[src/rtl/calc_job_scheduler.sv]
// rtl/calc_job_scheduler.sv - two-requester round-robin front end for a shared leap-year/calculator engine
// One job in flight: grant, issue a start pulse, wait for done or timeout, hold the response until taken.
module calc_job_scheduler #(
  parameter int TIMEOUT = 16
) (
  input  logic        clk,
  input  logic        reset_n,
  input  logic        req0_valid,
  output logic        req0_ready,
  input  logic [15:0] req0_year,
  input  logic [7:0]  req0_num1,
  input  logic [7:0]  req0_num2,
  input  logic [1:0]  req0_op,
  input  logic        req1_valid,
  output logic        req1_ready,
  input  logic [15:0] req1_year,
  input  logic [7:0]  req1_num1,
  input  logic [7:0]  req1_num2,
  input  logic [1:0]  req1_op,
  output logic        calc_start,
  output logic [15:0] calc_year,
  output logic [7:0]  calc_num1,
  output logic [7:0]  calc_num2,
  output logic [1:0]  calc_op,
  input  logic        calc_done,
  input  logic        calc_leap,
  input  logic [15:0] calc_result,
  output logic        rsp_valid,
  input  logic        rsp_ready,
  output logic        rsp_id,
  output logic        rsp_leap,
  output logic [15:0] rsp_result,
  output logic        rsp_err,
  output logic [15:0] jobs_done
);

  typedef enum logic [1:0] {
    S_IDLE  = 2'd0,
    S_ISSUE = 2'd1,
    S_WAIT  = 2'd2,
    S_RESP  = 2'd3
  } state_t;

  localparam logic [7:0] TIMEOUT_CNT = 8'(TIMEOUT);

  state_t      r_state;
  state_t      w_next_state;
  logic        r_last_grant;
  logic [7:0]  r_wait_cnt;
  logic [15:0] r_calc_year;
  logic [7:0]  r_calc_num1;
  logic [7:0]  r_calc_num2;
  logic [1:0]  r_calc_op;
  logic        r_rsp_id;
  logic        r_rsp_leap;
  logic [15:0] r_rsp_result;
  logic        r_rsp_err;
  logic [15:0] r_jobs_done;

  logic w_grant_valid;
  logic w_grant_id;
  logic w_accept;
  logic w_wait_expired;

  // On a tie the requester not served last wins; otherwise whoever is asking.
  always_comb begin
    w_grant_valid = req0_valid | req1_valid;
    w_grant_id    = (req0_valid & req1_valid) ? ~r_last_grant : req1_valid;
  end

  assign w_accept       = (r_state == S_IDLE) && w_grant_valid;
  assign w_wait_expired = (r_wait_cnt == TIMEOUT_CNT);

  always_ff @(posedge clk or negedge reset_n) begin
    if (!reset_n) begin
      r_state <= S_IDLE;
    end else begin
      r_state <= w_next_state;
    end
  end

  always_comb begin
    w_next_state = S_IDLE;
    case (r_state)
      S_IDLE:  w_next_state = w_accept ? S_ISSUE : S_IDLE;
      S_ISSUE: w_next_state = S_WAIT;
      S_WAIT:  w_next_state = (calc_done || w_wait_expired) ? S_RESP : S_WAIT;
      S_RESP:  w_next_state = rsp_ready ? S_IDLE : S_RESP;
      default: w_next_state = S_IDLE;
    endcase
  end

  always_comb begin
    calc_start = 1'b0;
    rsp_valid  = 1'b0;
    req0_ready = 1'b0;
    req1_ready = 1'b0;
    case (r_state)
      S_IDLE: begin
        req0_ready = w_grant_valid && !w_grant_id;
        req1_ready = w_grant_valid &&  w_grant_id;
      end
      S_ISSUE: calc_start = 1'b1;
      S_RESP:  rsp_valid  = 1'b1;
      default: ;
    endcase
  end

  always_ff @(posedge clk or negedge reset_n) begin
    if (!reset_n) begin
      r_last_grant <= 1'b1;
      r_wait_cnt   <= 8'd0;
      r_calc_year  <= 16'd0;
      r_calc_num1  <= 8'd0;
      r_calc_num2  <= 8'd0;
      r_calc_op    <= 2'd0;
      r_rsp_id     <= 1'b0;
      r_rsp_leap   <= 1'b0;
      r_rsp_result <= 16'd0;
      r_rsp_err    <= 1'b0;
      r_jobs_done  <= 16'd0;
    end else begin
      if (w_accept) begin
        r_last_grant <= w_grant_id;
        r_rsp_id     <= w_grant_id;
        r_calc_year  <= w_grant_id ? req1_year : req0_year;
        r_calc_num1  <= w_grant_id ? req1_num1 : req0_num1;
        r_calc_num2  <= w_grant_id ? req1_num2 : req0_num2;
        r_calc_op    <= w_grant_id ? req1_op   : req0_op;
      end

      // The counter reads k during the k-th WAIT cycle.
      case (r_state)
        S_ISSUE: r_wait_cnt <= 8'd1;
        S_WAIT:  r_wait_cnt <= (calc_done || w_wait_expired) ? 8'd0 : r_wait_cnt + 8'd1;
        default: r_wait_cnt <= 8'd0;
      endcase

      // Done wins over timeout when both land on the same cycle.
      if (r_state == S_WAIT) begin
        if (calc_done) begin
          r_rsp_leap   <= calc_leap;
          r_rsp_result <= calc_result;
          r_rsp_err    <= 1'b0;
        end else if (w_wait_expired) begin
          r_rsp_leap   <= 1'b0;
          r_rsp_result <= 16'hFFFF;
          r_rsp_err    <= 1'b1;
        end
      end

      if ((r_state == S_RESP) && rsp_ready) begin
        r_jobs_done <= r_jobs_done + 16'd1;
      end
    end
  end

  assign calc_year  = r_calc_year;
  assign calc_num1  = r_calc_num1;
  assign calc_num2  = r_calc_num2;
  assign calc_op    = r_calc_op;
  assign rsp_id     = r_rsp_id;
  assign rsp_leap   = r_rsp_leap;
  assign rsp_result = r_rsp_result;
  assign rsp_err    = r_rsp_err;
  assign jobs_done  = r_jobs_done;

endmodule
[config.mk]
export PLATFORM = sky130hd
export DESIGN_NAME = calc_job_scheduler
export DESIGN_NICKNAME = d
export VERILOG_FILES = /design/src/rtl/calc_job_scheduler.sv
export SDC_FILE = /design/constraint.sdc
export NUM_CORES = 1
export LEC_CHECK = 0
export ABC_AREA = 1
export BUFFER_PORTS_ARGS = -buffer_cell sky130_fd_sc_hd__buf_4
export CAP_MARGIN = 10
export CORE_ASPECT_RATIO = 1.1
export CORE_MARGIN = 3
export CORE_UTILIZATION = 43
export DETAILED_ROUTE_END_ITERATION = 12
export GPL_ROUTABILITY_DRIVEN = 0
export PLACE_DENSITY = 0.89
export SLEW_MARGIN = 20
export SYNTH_ARGS = -nofsm -noshare
export SYNTH_HDL_FRONTEND = slang
export SYNTH_SLANG_ARGS = --single-unit
[constraint.sdc]
create_clock -name clk -period 1.5 [get_ports clk]
set_clock_uncertainty 0.05 [all_clocks]
set_input_delay 0.15 -clock clk [delete_from_list [all_inputs] [get_ports clk]]
set_output_delay 0.15 -clock clk [all_outputs]
set_load 0.005 [all_outputs]
# ---- After elaboration in Yosys (flattened, before gate mapping)
# Cells that the tools add are included.
dict set report totals {
  ff_bits 80
  output_inout_bits 73
  elab_cells 51
}
dict set report classes {
  addsub 2
  eq_ne 4
  muxes 21
  n_bitwise 3
  n_reduce_logical 9
}
# op count
set ops {}
lappend ops {{16-bit 2-to-1 mux} 3}
lappend ops {{8-bit 2-to-1 mux} 3}
lappend ops {{16-bit by 1-bit adder with 16-bit output (second input constant)} 1}
lappend ops {{8-bit one-hot mux with 2 select lines} 1}
lappend ops {{1-bit 2-to-1 mux} 11}
lappend ops {{8-bit by 1-bit adder with 8-bit output (second input constant)} 1}
lappend ops {{8-bit by 5-bit equality test with 1-bit output (second input constant)} 1}
lappend ops {{2-bit one-hot mux with 4 select lines} 1}
lappend ops {{2-bit equality test (second input constant)} 2}
lappend ops {{1-bit logical AND} 4}
lappend ops {{2-bit 2-to-1 mux} 2}
lappend ops {{2-bit by 1-bit equality test with 1-bit output (second input constant)} 1}
lappend ops {{2-bit logical NOT} 1}
lappend ops {{2-bit AND reduction} 1}
lappend ops {{2-bit nonzero test} 1}
lappend ops {{1-bit AND} 1}
lappend ops {{1-bit logical NOT} 1}
lappend ops {{1-bit logical OR} 1}
lappend ops {{1-bit NOT} 1}
lappend ops {{1-bit bitwise OR} 1}

# ---- Logic depth before layout (Yosys ltp)
dict set report logic_depth {
  ltp_word 5
  depth_mapped 10
  depth_no_buf 10
}

# ---- Least setup slack after synthesis
# No wires, ideal clock.
dict set report synth_path {
  path_kind {flip-flop to flip-flop}
  startpoint {reg r_state[0]}
  endpoint {reg r_rsp_result[0] (netlist: rsp_result[0])}
  setup_ps 125
  arrival_ps 1251
  required_time_ps 1325
  slack_ps 74
  path_stages_with_launch 8
  n_path_buf 2
  cell_sequence {dfrtp_1 > inv_1 > ha_1 > clkbuf_2 > nand2_2 > buf_2 > nor2_1 > a21oi_4}
}
dict set report synth_via {
  elab_chain_cells 2
}
# element line
set synth_rtl {}
lappend synth_rtl {{from (decl)} 46} ;# state_t r_state;
lappend synth_rtl {{from (signal assigned)} 78} ;# r_state <= w_next_state;
lappend synth_rtl {{2-bit equality test} 140} ;# if (r_state == S_WAIT) begin
lappend synth_rtl {{2-bit AND reduction (no source line)} --}
lappend synth_rtl {{to (signal assigned)} 143} ;# r_rsp_result <= calc_result;
lappend synth_rtl {{to (decl)} 56} ;# logic [15:0] r_rsp_result;
# Every way passes these cells.
# A chain may end at the register's enable or synchronous reset.

# ---- Worst setup path after layout
dict set report layout_path {
  startpoint {reg r_state[0]}
  endpoint {out req1_ready}
}
dict set report layout_via {
  elab_chain_cells 2
}
# element line
set layout_rtl {}
lappend layout_rtl {{2-bit logical NOT} 98} ;# case (r_state)
lappend layout_rtl {{1-bit 2-to-1 mux} 98}
lappend layout_rtl {{to (decl)} 15} ;# output logic req1_ready,
# Every way passes these cells.

==> metrics.yaml <==
fin_area_mm2: 0.00624
path_cells: "inv_2 -> ha_4 -> inv_2 -> nor2_4 -> buf_12 -> buf_6"
routedWlPerCell_um: 15.7
crit_fanout: 3
drt-vias-per-instance: 4.93
num_rows: 35
synth-edff-count: 0
setup_viol: 11
hold_viol_final: 0
fillers: 550
required_ps: 1300
synth.area.top_cells: "dfrtp_1, nand2_1, nor2_1"
diodes: 0
grt_max_degree: 34
tightest_slew_ps: 457
final_max_slew_viol_count: 0
antenna_found_initial: 0
reg2reg_slack_ps: -50
first_pass_iters: 5
setup.worst_path.start_class: "register"
seq_area_mm2: 0.00200
ir_worst_vdd_mv: 0.775
numCtsBuffers: 9
grt_pass1_vias: 4120
cpPeakStageDelay_ps: 410
die_y_um: 104
hpwlAfterDp_mm: 7.41
root_buffer: "clkbuf_8"
fmax_mhz: 640
cp_slowest_cell: "dfrtp_1"
ys.flop_type: "dfrtp_1"
wl_mm: 12.3
power.total_uw: 9860
drive_above_1_share_pct: 38.1
synth-seq-area-share_pct: 53.5
p_per_area_mw_per_mm2: 1580
fin_crit_sh_pct: 104
reg2reg_depth: 6
crit_start: "r_state[0]"
crit_path_end_kind: "primary output"
dp_slack_ps: -60.7
min_delay_path_depth: 3
grtUsageMet3_pct: 6.87
arrival_ps: 1360
cts-htree-levels: 3
syn2layout_area_growth_pct: 66.6
cap_violations: 0
cp_common_cell: "inv_2"
rsz0062_at_grt: "yes"
r2r_end: "r_wait_cnt[5]"
drtIter0Drc: 152
postSynth.asyncResetShare_pct: 100
min_from: "calc_result[11]"
multi_input_area_mm2: 0.00164
status: "finished, violations left"
avgSynthCellArea_um2: 8.85
crit_family: "flip-flops"
core_area_mm2: 0.00841
synth_warnings: 0
fin_nets: 765
cp_num_buf_inv: 4
holdWs_ps: 7.24
min_path_type: "in2reg"
post-route-min-period_ps: 1560
io-pin-count: 164
syn_area_mm2: 0.00374
start_util_pct: 44.5
syn-num-nets: 521
vias: 3857
use_met2_pct: 43.7
busiest_layer: "met2"
leakage_uw: 0.00317
critPathKind: "reg2out"
overflow: 0
clk_latency_ps: 350
final_antenna_net_count: 0
postLayoutSetupSlackWorst_ps: -61.4
ys_ff_latch: 80
io_buffer_count: 163
cts_sinks: 80
dieArea_mm2: 0.00987
route.detailed.drc: 0
synth_top_area_share_pct: 52.8
clock_path_buffers: 2
syn_inst: 423
r2r-start: "r_state[0]"
die_w_um: 95.0
grtUsageMet1_pct: 27.8
cts_tree: "built"
yosys.area.top_type: "dfrtp_1"
clk_pin_slew_ps: 80
slew_headroom_pct: 69.6
grt_pass1_wl_mm: 19.2
synth_cell_types: 31
placed_area_mm2: 0.00514
grt_usage_pct: 24.6
violations: "setup timing"
hold_end: "rsp_result[11]"
worst max path at each step:
stage                          endpoint  slack (ps)  cells past startpoint
after floorplan           rsp_result[0]          70                      7
after global placement    r_wait_cnt[5]          30                      5
after detailed placement  r_wait_cnt[5]         -60                      5
after CTS                    req1_ready         -70                      5
after global routing      r_wait_cnt[5]        -120                      6
final                        req1_ready         -60                      6
flip-flops by register name, summed over array words and instances, names as in the netlist:
name          cells
rsp_leap          1
calc_num2         8
r_last_grant      1
rsp_err           1
calc_year        16
rsp_result       16
r_state           2
jobs_done        16
r_wait_cnt        8
rsp_id            1
calc_op           2
calc_num1         8
Yosys cell counts (3+ instances only):
cell     number
nor2_1       51
inv_1        42
nor2_2        3
nand3_1      27
a21oi_2       8
xor2_1        9
xnor2_1       6
o21ai_0      22
nor3_1        5
nand2_1     113
buf_6         5
nand2_2       3
buf_2         5
dfrtp_1      79
o21ai_1      10
a21oi_1       7
nand4_1       5
ha_1          7
layer usage:
metal / up-vias / part of all wire (%)
met2: 184 / 53
met5: - / 0
met3: 30 / 8.0
met1: 1824 / 37
li1: 1819 / -
met4: 0 / 2.4
power by group:
part / switching, µW / leakage (µW) / internal, µW
Clock: 822 / 0.000111 / 947
Sequential: 556 / 0.000972 / 2980
Combinational: 2170 / 0.00208 / 2380
Total: 3550 / 0.00317 / 6310
cell usage in the layout, fill, tap and decap left out, types with 3 or more instances in the layout:
cell type      instances
xnor2_1                6
nor2_1                49
nand4_1                5
xor2_1                 9
a21oi_2               13
buf_12                 3
ha_4                   3
nand2_1              107
nand3_1               24
inv_2                  5
o21ai_0               22
buf_4                178
clkbuf_8               9
nand2_2                6
dfrtp_1               78
nor2_4                 3
nand2_4                4
o21ai_1               10
inv_1                 38
nor3_1                 4
ha_1                   3
dlygate4sd3_1         56
buf_6                  7
cell type report:
type	instances	share of cell area [%]
multi-input cells	287	26.2
inverters	44	2.77
repair buffers	245	33.2
flip-flops and latches	80	32.1
well taps	111	2.23
clock buffers	10	2.05
clock inverters	6	1.46
kinds of logic after synthesis:
kind of cell	after synthesis	synth area share, %
AO/OA/AOI/OAI	52	8.79
flip-flops	80	53.5
multiplexers	1	0.301
buffers and inverters	57	7.45
XOR/XNOR	15	3.51
AND/OR/NAND/NOR	211	24.1
adder cells (fa/ha/maj)	7	2.34
per-stage QoR:
step | cells | setup TNS [ps] | util, %
2_1_floorplan | 423 | 0 | -
3_3_place_gp | 698 | 0 | 61.1
3_5_place_dp | 698 | -187 | 61.1
4_1_cts | 777 | -113 | 72.3
5_1_grt | 783 | -1610 | 74.2
6_report | 783 | -295 | 74.2
worst reg2reg max path: cells and delay by family, from the launching register on:
family                   cells  cell delay [ps]
buffers and inverters        3              460
flip-flops                   1              410
adder cells (fa/ha/maj)      1              390
AND/OR/NAND/NOR              2              170
timing repair:
action                     CTS  global route
hold buffers                56             0
hold endpoints to repair    68             0
pin swaps                    8            17
setup endpoints to repair   15            47
setup buffers                6             5
cloned                       1             1
resized for setup           23            25
No activity file was read; power rests on OpenSTA's default activity.
